### src/rtl/alu_pkg.sv
// Shared types and constants for the serial add/subtract unit.
// Holds the FSM state encoding, mode encoding and the digit-counter sizing helper.
package alu_pkg;

  typedef enum logic [1:0] {
    ST_IDLE = 2'd0,
    ST_RUN  = 2'd1,
    ST_DONE = 2'd2
  } state_e;

  localparam logic MODE_SUB = 1'b0;
  localparam logic MODE_ADD = 1'b1;

  // A single-digit operation still needs a 1-bit counter so the compare stays legal.
  function automatic int cnt_width(input int n);
    return (n <= 1) ? 1 : $clog2(n);
  endfunction

endpackage

### src/rtl/digit_rca.sv
// DIGIT-wide combinational ripple-carry slice built from per-bit full-adder cells.
// Exposes the carry into its top bit so the parent can derive signed overflow.
module digit_rca #(
  parameter int DIGIT = 4
) (
  input  logic [DIGIT-1:0] a,
  input  logic [DIGIT-1:0] b,
  input  logic             cin,
  output logic [DIGIT-1:0] s,
  output logic             cout,
  output logic             c_msb_in
);

  logic [DIGIT:0] c;

  assign c[0] = cin;

  for (genvar i = 0; i < DIGIT; i++) begin : g_fa
    logic p;
    assign p        = a[i] ^ b[i];
    assign s[i]     = p ^ c[i];
    assign c[i + 1] = (a[i] & b[i]) | (c[i] & p);
  end

  assign cout     = c[DIGIT];
  assign c_msb_in = c[DIGIT-1];

endmodule

### src/rtl/serial_addsub.sv
// Multi-cycle add/subtract unit: DIGIT bits per clock through a carry-registered ripple slice.
// state   | meaning
// IDLE    | in_ready high, waiting for an operand pair
// RUN     | one digit per cycle, carry held in a register between digits
// DONE    | out_valid high, result and flags held until consumed
module serial_addsub
  import alu_pkg::*;
#(
  parameter int WIDTH = 16,
  parameter int DIGIT = 4
) (
  input  logic             clk,
  input  logic             rst_n,
  input  logic             in_valid,
  output logic             in_ready,
  input  logic [WIDTH-1:0] x,
  input  logic [WIDTH-1:0] y,
  input  logic             mode,
  output logic             out_valid,
  input  logic             out_ready,
  output logic [WIDTH-1:0] sum,
  output logic             cout,
  output logic             ovf,
  output logic             zero,
  output logic             neg
);

  localparam int N  = WIDTH / DIGIT;
  localparam int CW = cnt_width(N);
  localparam logic [CW-1:0] LAST = CW'(N - 1);

  state_e           state;
  logic [CW-1:0]    cnt;
  logic [WIDTH-1:0] a_q;
  logic [WIDTH-1:0] b_q;
  logic             carry;

  logic [DIGIT-1:0] d_sum;
  logic             d_cout;
  logic             d_cmsb;
  logic [WIDTH-1:0] sum_next;

  // Operands are shifted right each step, so the slice always sees the low digit.
  digit_rca #(.DIGIT(DIGIT)) u_rca (
    .a        (a_q[DIGIT-1:0]),
    .b        (b_q[DIGIT-1:0]),
    .cin      (carry),
    .s        (d_sum),
    .cout     (d_cout),
    .c_msb_in (d_cmsb)
  );

  always_comb begin
    sum_next = sum;
    sum_next[int'(cnt) * DIGIT +: DIGIT] = d_sum;
  end

  always_ff @(posedge clk) begin
    if (!rst_n) begin
      state <= ST_IDLE;
      cnt   <= '0;
      a_q   <= '0;
      b_q   <= '0;
      carry <= 1'b0;
      sum   <= '0;
      cout  <= 1'b0;
      ovf   <= 1'b0;
      zero  <= 1'b0;
      neg   <= 1'b0;
    end else begin
      case (state)
        ST_IDLE: begin
          if (in_valid) begin
            a_q   <= x;
            b_q   <= (mode == MODE_ADD) ? y : ~y;
            carry <= ~mode;
            cnt   <= '0;
            state <= ST_RUN;
          end
        end
        ST_RUN: begin
          sum   <= sum_next;
          carry <= d_cout;
          a_q   <= a_q >> DIGIT;
          b_q   <= b_q >> DIGIT;
          cnt   <= cnt + 1'b1;
          if (cnt == LAST) begin
            cout  <= d_cout;
            ovf   <= d_cmsb ^ d_cout;
            zero  <= (sum_next == '0);
            neg   <= sum_next[WIDTH-1];
            state <= ST_DONE;
          end
        end
        ST_DONE: begin
          if (out_ready) state <= ST_IDLE;
        end
        default: state <= ST_IDLE;
      endcase
    end
  end

  assign in_ready  = (state == ST_IDLE);
  assign out_valid = (state == ST_DONE);

endmodule

### config.mk
export PLATFORM = sky130hd
export DESIGN_NAME = serial_addsub
export DESIGN_NICKNAME = d
export VERILOG_FILES = /design/src/rtl/alu_pkg.sv /design/src/rtl/digit_rca.sv /design/src/rtl/serial_addsub.sv
export SDC_FILE = /design/constraint.sdc
export NUM_CORES = 1
export LEC_CHECK = 0
export ABC_CLOCK_PERIOD_IN_PS = 3100
export BUFFER_PORTS_ARGS = -buffer_cell sky130_fd_sc_hd__buf_2
export CORE_MARGIN = 2
export CORE_UTILIZATION = 54
export DETAILED_ROUTE_END_ITERATION = 6
export GPL_TIMING_DRIVEN = 0
export PLACE_DENSITY = 0.79
export SYNTH_ARGS = -nofsm -noshare
export SYNTH_HDL_FRONTEND = slang
export SYNTH_SLANG_ARGS = --single-unit
### constraint.sdc
create_clock -name clk -period 3.1 [get_ports clk]
set_input_delay 0.465 -clock clk [delete_from_list [all_inputs] [get_ports clk]]
set_output_delay 0.465 -clock clk [all_outputs]
set_load 0.02 [all_outputs]
Word level (Yosys, flattened, before mapping)
Cells that the tools add are included.
{"block": "word_totals", "ff_bits": 57, "latch_bits": 0, "mem_bits_rw": 0, "mem_bits_ro": 0, "input_bits": 37, "out_inout_bits": 22, "elab_cells": 63, "n_memories": 0}
{"block": "op_classes", "addsub": 2, "n_mul": 0, "n_div": 0, "magnitude_cmp": 0, "n_eq_ne": 6, "n_shift": 2, "n_mux": 14, "bitwise_logic": 23, "reduce_logical": 6}
{"operator": "16-bit one-hot mux with 2 select lines", "count": 2}
{"operator": "16-bit 2-to-1 mux", "count": 3}
{"operator": "4-bit negation with 33-bit output", "count": 1}
{"operator": "4-bit by 33-bit variable shift with 16-bit output, first input constant", "count": 1}
{"operator": "4-bit by 33-bit variable part select with 16-bit output", "count": 1}
{"operator": "16-bit bitwise mux", "count": 1}
{"operator": "16-bit logical NOT", "count": 1}
{"operator": "16-bit NOT", "count": 1}
{"operator": "1-bit XOR", "count": 9}
{"operator": "1-bit bitwise AND", "count": 8}
{"operator": "2-bit 2-to-1 mux", "count": 4}
{"operator": "2-bit one-hot mux with 3 select lines", "count": 1}
{"operator": "2-bit equality test, second input constant", "count": 2}
{"operator": "2-bit != test, second input constant", "count": 2}
{"operator": "1-bit OR", "count": 4}
{"operator": "2-bit one-hot mux with 2 select lines", "count": 1}
{"operator": "2-bit AND reduction", "count": 2}
{"operator": "3-bit AND reduction", "count": 1}
{"operator": "2-bit by 1-bit adder with 2-bit output, second input constant", "count": 1}
{"operator": "2-bit by 1-bit equality test with 1-bit output, second input constant", "count": 1}
{"operator": "2-bit logical NOT", "count": 1}
{"operator": "2-bit by 1-bit != test with 1-bit output, second input constant", "count": 1}
{"operator": "1-bit one-hot mux with 2 select lines", "count": 1}
{"operator": "2-bit nonzero test", "count": 1}
{"operator": "other kinds (2)", "count": 2}

Depth between registers and ports, before layout
{"block": "depth", "ltp_word": 11, "depth_mapped": 11, "depth_no_buf": 11}

By module
Synthesis repeated with hierarchy kept, for this count alone.
{"block": "hier_totals", "hier_cells": 313, "hier_area_um2": 2914.0}
{"module": "serial_addsub", "n_inst": 1, "cells_each": 301, "area_per_inst_um2": 2803.9, "seq_area_each_um2": 1141.1}
{"module": "digit_rca", "n_inst": 1, "cells_each": 12, "area_per_inst_um2": 110.1, "seq_area_each_um2": 0.0}

Least setup slack after synthesis
No wires, ideal clock.
{"block": "synth_path", "path_kind": "register to register", "startpoint": "register a_q[0]", "endpoint": "register zero", "setup_time_ps": 116, "t_arrival_ps": 2691, "required_time_ps": 2984, "slack_ps": 293, "path_stages_with_launch": 12, "n_path_buf": 0, "period_less_slack_ps": 2807, "cell_sequence": "dfxtp_1 > inv_1 > fa_1 > inv_1 > fa_1 > inv_1 > fa_1 > fa_1 > nor4b_1 > mux2i_1 > nor4b_1 > a31o_2"}
{"block": "synth_via", "elab_chain_cells": 11, "word_cells_on_any_way": 15, "cone_classes": "1 x shift; 1 x mux; 12 x bitwise; 1 x reduce/logical"}
{"element": "start, declared", "line": "serial_addsub.sv:34", "rtl": "logic [WIDTH-1:0] a_q;"}
{"element": "start signal, assigned", "line": "serial_addsub.sv:84", "rtl": "a_q <= a_q >> DIGIT;"}
{"element": "1-bit XOR", "line": "digit_rca.sv:20", "rtl": "assign p = a[i] ^ b[i];"}
{"element": "1-bit bitwise AND", "line": "digit_rca.sv:22", "rtl": "assign c[i + 1] = (a[i] & b[i]) | (c[i] & p);"}
{"element": "1-bit OR", "line": "digit_rca.sv:22"}
{"element": "1-bit bitwise AND", "line": "digit_rca.sv:22"}
{"element": "1-bit OR", "line": "digit_rca.sv:22"}
{"element": "1-bit bitwise AND", "line": "digit_rca.sv:22"}
{"element": "1-bit OR", "line": "digit_rca.sv:22"}
{"element": "1-bit XOR", "line": "digit_rca.sv:21", "rtl": "assign s[i] = p ^ c[i];"}
{"element": "4-bit by 33-bit variable part select with 16-bit output *", "line": "serial_addsub.sv:55", "rtl": "sum_next[int'(cnt) * DIGIT +: DIGIT] = d_sum;"}
{"element": "16-bit bitwise mux *", "line": "serial_addsub.sv:55"}
{"element": "16-bit logical NOT *", "line": "serial_addsub.sv:90", "rtl": "zero <= (sum_next == '0);"}
{"element": "end signal, assigned", "line": "serial_addsub.sv:90"}
{"element": "end, declared", "line": "serial_addsub.sv:24", "rtl": "output logic zero,"}
Mark *: on every way between the ends. The rest lies on a longest branch, timed or not.
A chain may end at the register's enable or synchronous reset.

Worst setup path in the final report
Ends and elaborated chain as after synthesis.

==> flow_summary_export.csv <==
group,metric,value,unit
sta,hold_ws,360,ps
sta,setup_slack,155,ps
floorplan,die_y,75.5,um
pwr,pwr-share-comb,0.169,
final_layout,insertedDiodeCount,0,
yosys,synth_nets,367,
pwr,netSwitchingFraction,0.264,
place,dp_cells,446,
final_layout,fillCellCount,414,
pwr,power.share.clock,0.415,
global_route,antenna_found_initial,0,
clock_tree,clk_path_buf_depth,2,
final_layout,post_route_cells_drive_above_1_share,0.242,
outcome,status,"complete, no violations",
floorplan,io_pins,59,
pwr,leakagePower,0.00139,uW
yosys,synth_seq_area_share,0.413,
pwr,power_density,575,nW/um^2
clock_tree,cts_root_buf,"clkbuf_8",
global_route,grt_busiest_layer,"met2",
place,io_buffers,56,
sta,min_period_over_period,0.950,
clock_tree,cts_buffers,9,
clock_tree,cts.clk_slew.worst_paths,70,ps
clock_tree,numClockSinks,57,
worst_setup_path,reg2reg_to,"zero$_SDFFE_PN0P_",
pwr,power.switching,515,uW
route,wl_per_cell,15.3,um
worst_setup_path,r2r_cells,11,
final_layout,final_area,3390,sq um
final_layout,mostFrequentLayoutCells,"66 x buf_2, 66 x nor2_1, 57 x dfxtp_1",
min_path,min-delay-start,"x[15]",
clock_tree,cts_tree,"built",
route,vias,2664,
yosys,synth_cell_types,41,
global_route,met1_usage,0.338,
global_route,first_global_vias,2367,
clock_tree,htree_levels,3,
yosys,yosysWarnings,0,
route,routed_wirelength,7080,um
global_route,track_usage,0.260,
worst_setup_path,crit_type,"reg2reg",
floorplan,die-area,5700,sq um
sta,rsz0062_at_grt,"no",
final_layout,regArea,1140,sq um
min_path,holdPathStages,3,
route,viasPerCell,5.75,
route,dr.first_iter.drc_count,308,
yosys,syn-cell-area,2760,sq um
run,maxCapViolCount,0,
route,detail-route-antenna-nets,0,
global_route,grt_max_degree,12,
min_path,hold_path_class,"in2reg",
route,drt_pass1_iterations,5,
sta,slew-limit-headroom,0.606,
floorplan,start_util,0.551,
yosys,ys_seq_elements,57,
worst_setup_path,cp-start-kind,"register",
worst_setup_path,rrSetupSlack,160,ps
place,dp_slack,34.7,ps
worst_setup_path,critPathCaptureType,"register",
worst_setup_path,path_max_fanout,3,
floorplan,row_count,26,
sta,slew_violations,0,
global_route,gr-total-overflow,0,
sta,finClkSkew,14.5,ps
global_route,use_met3,0.0608,
final_layout,final_nets,436,
worst_setup_path,cp.arrival,3240,ps
sta,setup_violations,0,
sta,min_period,2940,ps
floorplan,core,5010,sq um
route,route.detailed.drc,0,
global_route,grt_use_met2,0.411,
place,gp_congestion,0.826,
clock_tree,clock_latency,350,ps
place,postPlaceCellArea,3130,sq um
final_layout,area_growth,22.8,%
yosys,synth.avg_cell_area,8.63,sq um
pwr,internal-power,1440,uW
floorplan,die_w,75.5,um
final_layout,finalNonFillerCells,463,
yosys,synthCells,320,
sta,fmax,340,MHz
sta,worst_pin_slew,591,ps
sta,tns,0,ps
min_path,holdPathEnd,"a_q[15]$_SDFFE_PN0P_",
sta,final_hold_viol_count,0,
global_route,grt_pass1_wl,11100,um
worst_setup_path,crit-reg2reg-launch,"a_q[0]$_SDFFE_PN0P_",
place,hpwl,4900,um
pwr,pwr-share-seq,0.416,
final_layout,multi_input_area,1470,sq um
pwr,ir_worst_vdd,0.290,mV
worst_setup_path,worstPathRequired,3390,ps
[layer usage]
metal  vias to the layer above  share of wire  routed length [um]
met1                      1240           0.45                3180
met5                         -              0                   0
met3                        20          0.061                 431
met4                         0          0.025                 178
met2                       114           0.46                3290
li1                       1290              -                   -
[state kept, by name, summed over array words and instances (netlist names)]
signal and count:
state 2, zero 1, b_q 16, cnt 2
neg 1, cout 1, ovf 1, sum 16
carry 1, a_q 16
[cells by family (layout without fill, tap and decap cells)]
family,after synthesis,in the layout,synth area share
buf+inv,40,113,0.0602
simple gates,106,106,0.175
flops,57,57,0.413
xor+xnor,17,17,0.0539
mux,2,2,0.00725
compound gates,88,88,0.234
fa+ha+maj,10,10,0.0562
[synth_stat cells, drive strengths merged]
cell type,instances,area share
a211oi,7,0.019
a21oi,20,0.036
a221oi,2,0.0063
a222oi,12,0.043
a22oi,13,0.035
a2bb2oi,5,0.016
a31o,1,0.0032
and2,1,0.0023
and3b,1,0.0032
buf,12,0.022
clkbuf,11,0.015
clkinv,1,0.0014
dfxtp,57,0.41
fa,4,0.029
ha,6,0.027
inv,16,0.022
mux2i,2,0.0072
nand2,14,0.019
nand2b,1,0.0023
nand3,1,0.0018
nand3b,4,0.011
nand4b,1,0.0032
nand4bb,1,0.0041
nor2,66,0.090
nor2b,2,0.0045
nor3,4,0.0072
nor4,2,0.0045
nor4b,2,0.0063
o21ai,9,0.016
o221a,3,0.012
o221ai,11,0.035
o22ai,5,0.011
or2,2,0.0045
or3,2,0.0045
or3b,2,0.0072
xnor2,17,0.054
[area by class of cell]
cell class	count	area share
Multi-Input combinational cell	223	0.434
Sequential cell	57	0.336
Timing Repair Buffer	58	0.0871
Clock buffer	13	0.0498
Buffer	23	0.0302
Tap cell	70	0.0258
Inverter	17	0.0188
Clock inverter	2	0.0177
[per-stage QoR]
stage / power, uW / util
after global placement: 1130 / 0.625
after detailed placement: 1140 / 0.625
after global routing: 2020 / 0.677
after floorplan: 1040 / -
final: 1950 / 0.677
after CTS: 1940 / 0.671
[worst max-delay path by stage]
stage / from / to
detailed placement: a_q[0]$_SDFFE_PN0P_ / zero$_SDFFE_PN0P_
finish: a_q[0]$_SDFFE_PN0P_ / zero$_SDFFE_PN0P_
CTS: a_q[0]$_SDFFE_PN0P_ / zero$_SDFFE_PN0P_
global route: a_q[0]$_SDFFE_PN0P_ / zero$_SDFFE_PN0P_
floorplan: a_q[0]$_SDFFE_PN0P_ / zero$_SDFFE_PN0P_
global placement: a_q[0]$_SDFFE_PN0P_ / zero$_SDFFE_PN0P_
[worst max-delay path, cell delays in order (launching register included)]
cell	delay (ps)
dfxtp_1	340
inv_1	80
fa_1	430
inv_1	80
fa_1	150
inv_1	50
fa_2	370
fa_2	590
buf_4	130
a22oi_1	70
nor4_1	380
a31o_2	220
[power by group through the flow]
stage          clock network (uW)  registers [uW]  logic, uW
3_3_place_gp                    0             825        306
2_1_floorplan                   0             825        218
6_report                      810             812        330
4_1_cts                       810             810        317
3_5_place_dp                    0             826        313
5_1_grt                       840             816        361
[what timing repair did]
action | 4_1_cts | 5_1_grt
pin swaps | 0 | 1
hold buffers | 0 | 0
resized for setup | 1 | 3
setup buffers | 0 | 2
endpoints found under the setup margin | 1 | 1
No activity file was read; power rests on OpenSTA's default activity.
